File: src/rtl/mod12_seq_monitor_if.sv
`default_nettype none
// ============================================================================
//  Module      : mod12_seq_monitor_if
//  Description : Sample bus between a mod-12 counter front end and the
//                sequence monitor.
//                master : drives en, M, q, qb; observes the monitor status
//                slave  : the monitor itself
//                Signals:
//                  en       sample valid
//                  M        direction of the step ending at this sample (1=down)
//                  q        counter state
//                  qb       counter complement rail
//                  locked   monitor tracking
//                  carry    up-wrap pulse
//                  borrow   down-wrap pulse
//                  err      sequence / code error pulse
//                  err_cnt  saturating error count
//                  wrap_cnt signed net wrap count
//  Revision    : 1.0  initial release
// ============================================================================
interface mod12_seq_monitor_if #(
  parameter int WRAP_W = 8,
  parameter int ERR_W  = 4
);
  logic              en;
  logic              M;
  logic [3:0]        q;
  logic [3:0]        qb;
  logic              locked;
  logic              carry;
  logic              borrow;
  logic              err;
  logic [ERR_W-1:0]  err_cnt;
  logic [WRAP_W-1:0] wrap_cnt;

  modport master (
    output en, M, q, qb,
    input  locked, carry, borrow, err, err_cnt, wrap_cnt
  );

  modport slave (
    input  en, M, q, qb,
    output locked, carry, borrow, err, err_cnt, wrap_cnt
  );
endinterface
`default_nettype wire

File: src/rtl/mod12_seq_monitor.sv
`default_nettype none
// ============================================================================
//  Module      : mod12_seq_monitor
//  Description : Sequence monitor for a mod-MOD up/down counter. Each valid
//                sample is compared with the successor of the previous
//                sample for the applied direction. Produces registered
//                carry/borrow pulses on confirmed wraps, a signed net wrap
//                count, an error pulse and a saturating error count.
//                Ports:
//                  clk  rising-edge clock (same as the counter)
//                  rst  synchronous active-high reset
//                  mon  slave side of mod12_seq_monitor_if
//                Optional feature macro: QB_CHECK_EN
//                  defined   -> qb != ~q on a valid sample is a rail fault,
//                               handled exactly like an illegal code
//                  undefined -> qb is ignored
//                Latency: a sample presented at edge N is captured at edge N
//                and its response is visible after edge N+1.
//  Revision    : 1.0  initial release
// ============================================================================
module mod12_seq_monitor #(
  parameter int MOD    = 12,
  parameter int WRAP_W = 8,
  parameter int ERR_W  = 4
) (
  input  logic                  clk,
  input  logic                  rst,
  mod12_seq_monitor_if.slave    mon
);

  localparam logic [3:0] C_MAX = 4'(MOD - 1);

  typedef enum logic [1:0] {
    ACQ    = 2'd0,
    VERIFY = 2'd1,
    TRACK  = 2'd2
  } state_t;

  // Input capture stage
  logic       r_en;
  logic       r_m;
  logic [3:0] r_q;

  // Tracking state
  state_t     r_state;
  state_t     w_state_n;
  logic [3:0] r_prev;
  logic [3:0] w_prev_n;

  // Registered outputs
  logic              r_locked;
  logic              r_carry;
  logic              r_borrow;
  logic              r_err;
  logic [ERR_W-1:0]  r_err_cnt;
  logic [WRAP_W-1:0] r_wrap_cnt;

  logic       w_carry_n;
  logic       w_borrow_n;
  logic       w_err_n;
  logic       w_legal;
  logic       w_rail_ok;
  logic       w_ok;
  logic [3:0] w_exp;
  logic       w_match;

`ifdef QB_CHECK_EN
  logic [3:0] r_qb;

  always_ff @(posedge clk) begin
    if (rst) begin
      r_qb <= 4'hF;
    end else begin
      r_qb <= mon.qb;
    end
  end

  assign w_rail_ok = (r_qb == ~r_q);
`else
  logic unused_qb;
  assign unused_qb = ^mon.qb;
  assign w_rail_ok = 1'b1;
`endif

  always_ff @(posedge clk) begin
    if (rst) begin
      r_en <= 1'b0;
      r_m  <= 1'b0;
      r_q  <= 4'd0;
    end else begin
      r_en <= mon.en;
      r_m  <= mon.M;
      r_q  <= mon.q;
    end
  end

  assign w_legal = (r_q <= C_MAX);
  // A rail fault makes an otherwise legal code count as illegal.
  assign w_ok    = w_legal && w_rail_ok;
  assign w_exp   = r_m ? ((r_prev == 4'd0) ? C_MAX : r_prev - 4'd1)
                       : ((r_prev == C_MAX) ? 4'd0 : r_prev + 4'd1);
  assign w_match = w_ok && (r_q == w_exp);

  always_comb begin
    w_state_n  = r_state;
    w_prev_n   = r_prev;
    w_carry_n  = 1'b0;
    w_borrow_n = 1'b0;
    w_err_n    = 1'b0;
    if (r_en) begin
      case (r_state)
        ACQ: begin
          if (w_ok) begin
            w_prev_n  = r_q;
            w_state_n = VERIFY;
          end else begin
            w_err_n = 1'b1;
          end
        end
        VERIFY, TRACK: begin
          if (w_match) begin
            w_prev_n   = r_q;
            w_state_n  = TRACK;
            w_carry_n  = !r_m && (r_prev == C_MAX) && (r_q == 4'd0);
            w_borrow_n =  r_m && (r_prev == 4'd0)  && (r_q == C_MAX);
          end else if (w_ok) begin
            w_err_n   = 1'b1;
            w_prev_n  = r_q;
            w_state_n = VERIFY;
          end else begin
            w_err_n   = 1'b1;
            w_state_n = ACQ;
          end
        end
        default: begin
          w_state_n = ACQ;
        end
      endcase
    end
  end

  always_ff @(posedge clk) begin
    if (rst) begin
      r_state    <= ACQ;
      r_prev     <= 4'd0;
      r_locked   <= 1'b0;
      r_carry    <= 1'b0;
      r_borrow   <= 1'b0;
      r_err      <= 1'b0;
      r_err_cnt  <= '0;
      r_wrap_cnt <= '0;
    end else begin
      r_state  <= w_state_n;
      r_prev   <= w_prev_n;
      r_locked <= (w_state_n == TRACK);
      r_carry  <= w_carry_n;
      r_borrow <= w_borrow_n;
      r_err    <= w_err_n;
      if (w_err_n && (r_err_cnt != {ERR_W{1'b1}})) begin
        r_err_cnt <= r_err_cnt + 1'b1;
      end
      // Modular on purpose: the count is a two's-complement net value.
      if (w_carry_n) begin
        r_wrap_cnt <= r_wrap_cnt + 1'b1;
      end else if (w_borrow_n) begin
        r_wrap_cnt <= r_wrap_cnt - 1'b1;
      end
    end
  end

  assign mon.locked   = r_locked;
  assign mon.carry    = r_carry;
  assign mon.borrow   = r_borrow;
  assign mon.err      = r_err;
  assign mon.err_cnt  = r_err_cnt;
  assign mon.wrap_cnt = r_wrap_cnt;

endmodule
`default_nettype wire

File: src/flat_wrapper.sv
// flat-port wrapper written by rule: the top's interface ports become plain ports
module mod12_seq_monitor_flat 
#(
  parameter int MOD    = 12,
  parameter int WRAP_W = 8,
  parameter int ERR_W  = 4
)
  (clk, rst, mon_en, mon_M, mon_q, mon_qb, mon_locked, mon_carry, mon_borrow, mon_err, mon_err_cnt, mon_wrap_cnt);
  mod12_seq_monitor_if #(.WRAP_W(WRAP_W), .ERR_W(ERR_W)) mon_i ();
  input  logic clk;
  input  logic rst;
  input wire logic [$bits(mon_i.en)-1:0] mon_en;
  input wire logic [$bits(mon_i.M)-1:0] mon_M;
  input wire logic [$bits(mon_i.q)-1:0] mon_q;
  input wire logic [$bits(mon_i.qb)-1:0] mon_qb;
  output wire logic [$bits(mon_i.locked)-1:0] mon_locked;
  output wire logic [$bits(mon_i.carry)-1:0] mon_carry;
  output wire logic [$bits(mon_i.borrow)-1:0] mon_borrow;
  output wire logic [$bits(mon_i.err)-1:0] mon_err;
  output wire logic [$bits(mon_i.err_cnt)-1:0] mon_err_cnt;
  output wire logic [$bits(mon_i.wrap_cnt)-1:0] mon_wrap_cnt;
  assign mon_i.en = mon_en;
  assign mon_i.M = mon_M;
  assign mon_i.q = mon_q;
  assign mon_i.qb = mon_qb;
  assign mon_locked = mon_i.locked;
  assign mon_carry = mon_i.carry;
  assign mon_borrow = mon_i.borrow;
  assign mon_err = mon_i.err;
  assign mon_err_cnt = mon_i.err_cnt;
  assign mon_wrap_cnt = mon_i.wrap_cnt;
  mod12_seq_monitor #(.MOD(MOD), .WRAP_W(WRAP_W), .ERR_W(ERR_W)) u_core (.clk(clk), .rst(rst), .mon(mon_i));
endmodule
File: config.mk
export PLATFORM = sky130hd
export DESIGN_NAME = mod12_seq_monitor_flat
export DESIGN_NICKNAME = d
export VERILOG_FILES = /design/src/rtl/mod12_seq_monitor_if.sv /design/src/rtl/mod12_seq_monitor.sv /design/src/flat_wrapper.sv
export SDC_FILE = /design/constraint.sdc
export NUM_CORES = 1
export LEC_CHECK = 0
export ABC_AREA = 1
export CAP_MARGIN = 25
export CELL_PAD_IN_SITES_DETAIL_PLACEMENT = 0
export CELL_PAD_IN_SITES_GLOBAL_PLACEMENT = 1
export CORE_AREA = 5 5 71 73
export DETAILED_ROUTE_END_ITERATION = 6
export DIE_AREA = 0 0 76 78
export PLACE_DENSITY_LB_ADDON = 0.1
export SLEW_MARGIN = 40
export SYNTH_ARGS = -nofsm -noshare
export SYNTH_HDL_FRONTEND = slang
export SYNTH_SLANG_ARGS = --single-unit
File: constraint.sdc
create_clock -name clk -period 5.2 [get_ports clk]
set_input_delay 0.52 -clock clk [delete_from_list [all_inputs] [get_ports clk]]
set_output_delay 0.52 -clock clk [all_outputs]
set_load 0.02 [all_outputs]
==> flow_metrics.env <==
export IMPL_drive_gt1_share_pct=7.20
export IMPL_die_width_um=76
export IMPL_cp_arrival_ns=3.66
export IMPL_synth_compound_area_share_pct=15.7
export IMPL_hold_ws_ns=0.490
export IMPL_period_share_pct=67.1
export IMPL_dp_hpwl_um=2590
export IMPL_gr_total_overflow=0
export IMPL_drc=0
export IMPL_grt_pass1_vias=1303
export IMPL_rows=24
export IMPL_worst_pin_slew_ns=0.557
export IMPL_netlist_area_sq_um=1640
export IMPL_cts_resized=0
export IMPL_yosysUniqueCellTypes=32
export IMPL_final_antenna_net_count=0
export IMPL_clk_pin_slew_ns=0.10
export IMPL_antenna_found_initial=0
export IMPL_synthMuxAreaShare_pct=0
export IMPL_min_path_type="reg -> reg"
export IMPL_max_stage_delay_ns=0.54
export IMPL_setup_viol_count_final=0
export IMPL_dr_pass1_iters=4
export IMPL_synthCells=228
export IMPL_grtUsageTotal_pct=11.8
export IMPL_cp_slowest_cell="fa_1"
export IMPL_maxSlewViolCount=0
export IMPL_gp_congestion=0.752
export IMPL_drv_cap=0
export IMPL_max_slew_margin_pct=62.8
export IMPL_clock_skew_ns=0.00472
export IMPL_syn_area_per_cell_sq_um=7.21
export IMPL_ctsHoldBuffers=0
export IMPL_mostFrequentLayoutCells="nand2_1 (40), inv_1 (34), dfxtp_1 (28), clkdlybuf4s50_1 (23), nor2_1 (21)"
export IMPL_crit_chain="inv_1 > ha_1 > xnor2_1 > xor2_1 > nand3_2 > nor2_4 > nand3_1 > fa_1 > nand2_1 > nand2_1 > a21oi_1 > o21ai_0 > a21oi_1 > xor2_1 > a21oi_2"
export IMPL_rsz0062_at_grt="false"
export IMPL_ios=28
export IMPL_async_flop_share_pct=0
export IMPL_area_growth_pct=19.5
export IMPL_hold_violations=0
export IMPL_initial_core_util_pct=38.3
export IMPL_clk_path_buf_depth=2
export IMPL_critPathMaxFanout=10
export IMPL_core_sq_um=4290
export IMPL_clock_sinks=28
export IMPL_cts_root_buf="clkbuf_8"
export IMPL_grt_max_degree=17
export IMPL_port_buffers=23
export IMPL_post_route_min_period_ns=3.49
export IMPL_path_class="reg -> reg"
export IMPL_ys_seq_area_share_pct=34.1
export IMPL_cts_buffers=3
export IMPL_syn_nets=253
export IMPL_synth_adder_area_share_pct=10.4
export IMPL_grt_pass1_wl_um=5950
export IMPL_drt_iter0_drc=52
export IMPL_fin_nets=276
export IMPL_die_h_um=78
export IMPL_h_tree_depth=1
export IMPL_synth_edff_count=0
export IMPL_synthXorXnorAreaFrac_pct=3.73
export IMPL_status="completed"
export IMPL_cts_tree="yes"
export IMPL_wl_um=3350
export IMPL_leakage_nw=0.826
export IMPL_tns_ns=0
export IMPL_wl_per_cell_um=11.1
export IMPL_p_per_area_nw_per_um2=211
export IMPL_vias=1421
export IMPL_synth_top_family_by_area="simple AND/OR/NAND/NOR gates"
export IMPL_worst_ep_required_time_ns=5.37
export IMPL_critPathCaptureType="flip-flop"
export IMPL_synth_simple_area_share_pct=26.0
export IMPL_irDropWorstVdd_v=0.000141
export IMPL_ys_warn_count=0
export IMPL_crit_path_start_kind="flip-flop"
export IMPL_max_freq_ghz=0.286
export IMPL_ys_flop_type="dfxtp_1"
export IMPL_via_per_inst=4.71
export IMPL_final_common_cell="nand2_1"
export IMPL_worst_skew_pair_late_latency_ns=0.27
export IMPL_ys_seq_elements=28
export IMPL_num_antenna_cells=0
export IMPL_post_cts_setup_buffers=0
export IMPL_die_area_sq_um=5930
==> logic make-up after synthesis <==
group	after synthesis
adders and majority gates	13
AOI/OAI and AO/OA	44
xor gates and xnor gates	7
DFF	28
buffers and inverters	41
and+or+nand+nor	95
==> worst max-delay path, delay by kind of cell, from the launching register on <==
kind,cells,cell delay [ns]
compound gates,4,0.57
xor+xnor,3,0.61
fa+ha+maj,2,0.86
buf+inv,1,0.13
flops,1,0.46
simple gates,5,0.76
==> layer usage <==
metal  up-vias  share of wire (%)  global-route usage (%)
li1        785                  -                       -
met1       609                 52                    16.6
met2        25                 43                    18.4
met3         2                4.7                    2.43
met4         0               0.45                    2.67
met5         -                  0                       0
==> path summary, 6_finish.rpt <==
path | start | end | slack (ns) | cells past startpoint
worst max-delay path | flip-flop | u_core.mon.wrap_cnt[6] | 1.71 | 15
worst min register to register | u_core.mon.err_cnt[1] | u_core.mon.err_cnt[1] | 0.49 | 2
worst max register to register | flip-flop | u_core.mon.wrap_cnt[6] | 1.71 | 15
worst min-delay path | u_core.mon.err_cnt[1] | u_core.mon.err_cnt[1] | 0.49 | 2
==> where the power goes <==
part | internal, mW | switching, mW
sequential | 0.220 | 0.00770
combinational | 0.0206 | 0.0295
clock | 0.0678 | 0.0686
total | 0.308 | 0.106
==> Yosys cell counts (2+ instances only) <==
library cell	count	area share (%)
a21oi_1	18	5.5
o21ai_2	3	1.6
nand3_1	19	5.8
inv_1	34	7.8
ha_1	12	9.1
nand3_2	2	1.2
dfxtp_1	28	34
a21oi_2	3	1.6
xnor2_1	3	1.6
buf_2	3	0.91
nand2_1	40	9.1
nor2_1	21	4.8
nand4_1	3	1.1
o21ai_0	14	4.3
o21ai_1	2	0.61
nor3_1	4	1.2
xor2_1	4	2.1
==> per-stage QoR <==
| step | utilization [%] | worst slack, ns | cell area (sq um) | instances | power (mW) |
|---|---|---|---|---|---|
| global route | 45.7 | 1.35 | 1960 | 302 | 0.438 |
| detailed placement | 44.4 | 1.67 | 1910 | 298 | 0.284 |
| finish | 45.7 | 1.71 | 1960 | 302 | 0.414 |
| global placement | 44.4 | 1.66 | 1910 | 298 | 0.284 |
| floorplan | - | 2.20 | 1640 | 228 | 0.268 |
| CTS | 45.7 | 1.66 | 1960 | 302 | 0.420 |
==> cell type report <==
class | instances | area [sq um]
timing repair buffer | 23 | 230
tap | 52 | 65.1
inverter | 36 | 136
sequential | 28 | 561
multi-input combinational | 159 | 916
clock buffer | 4 | 55.1
fill | 464 | 2330
(Power assumes the default switching activity.)
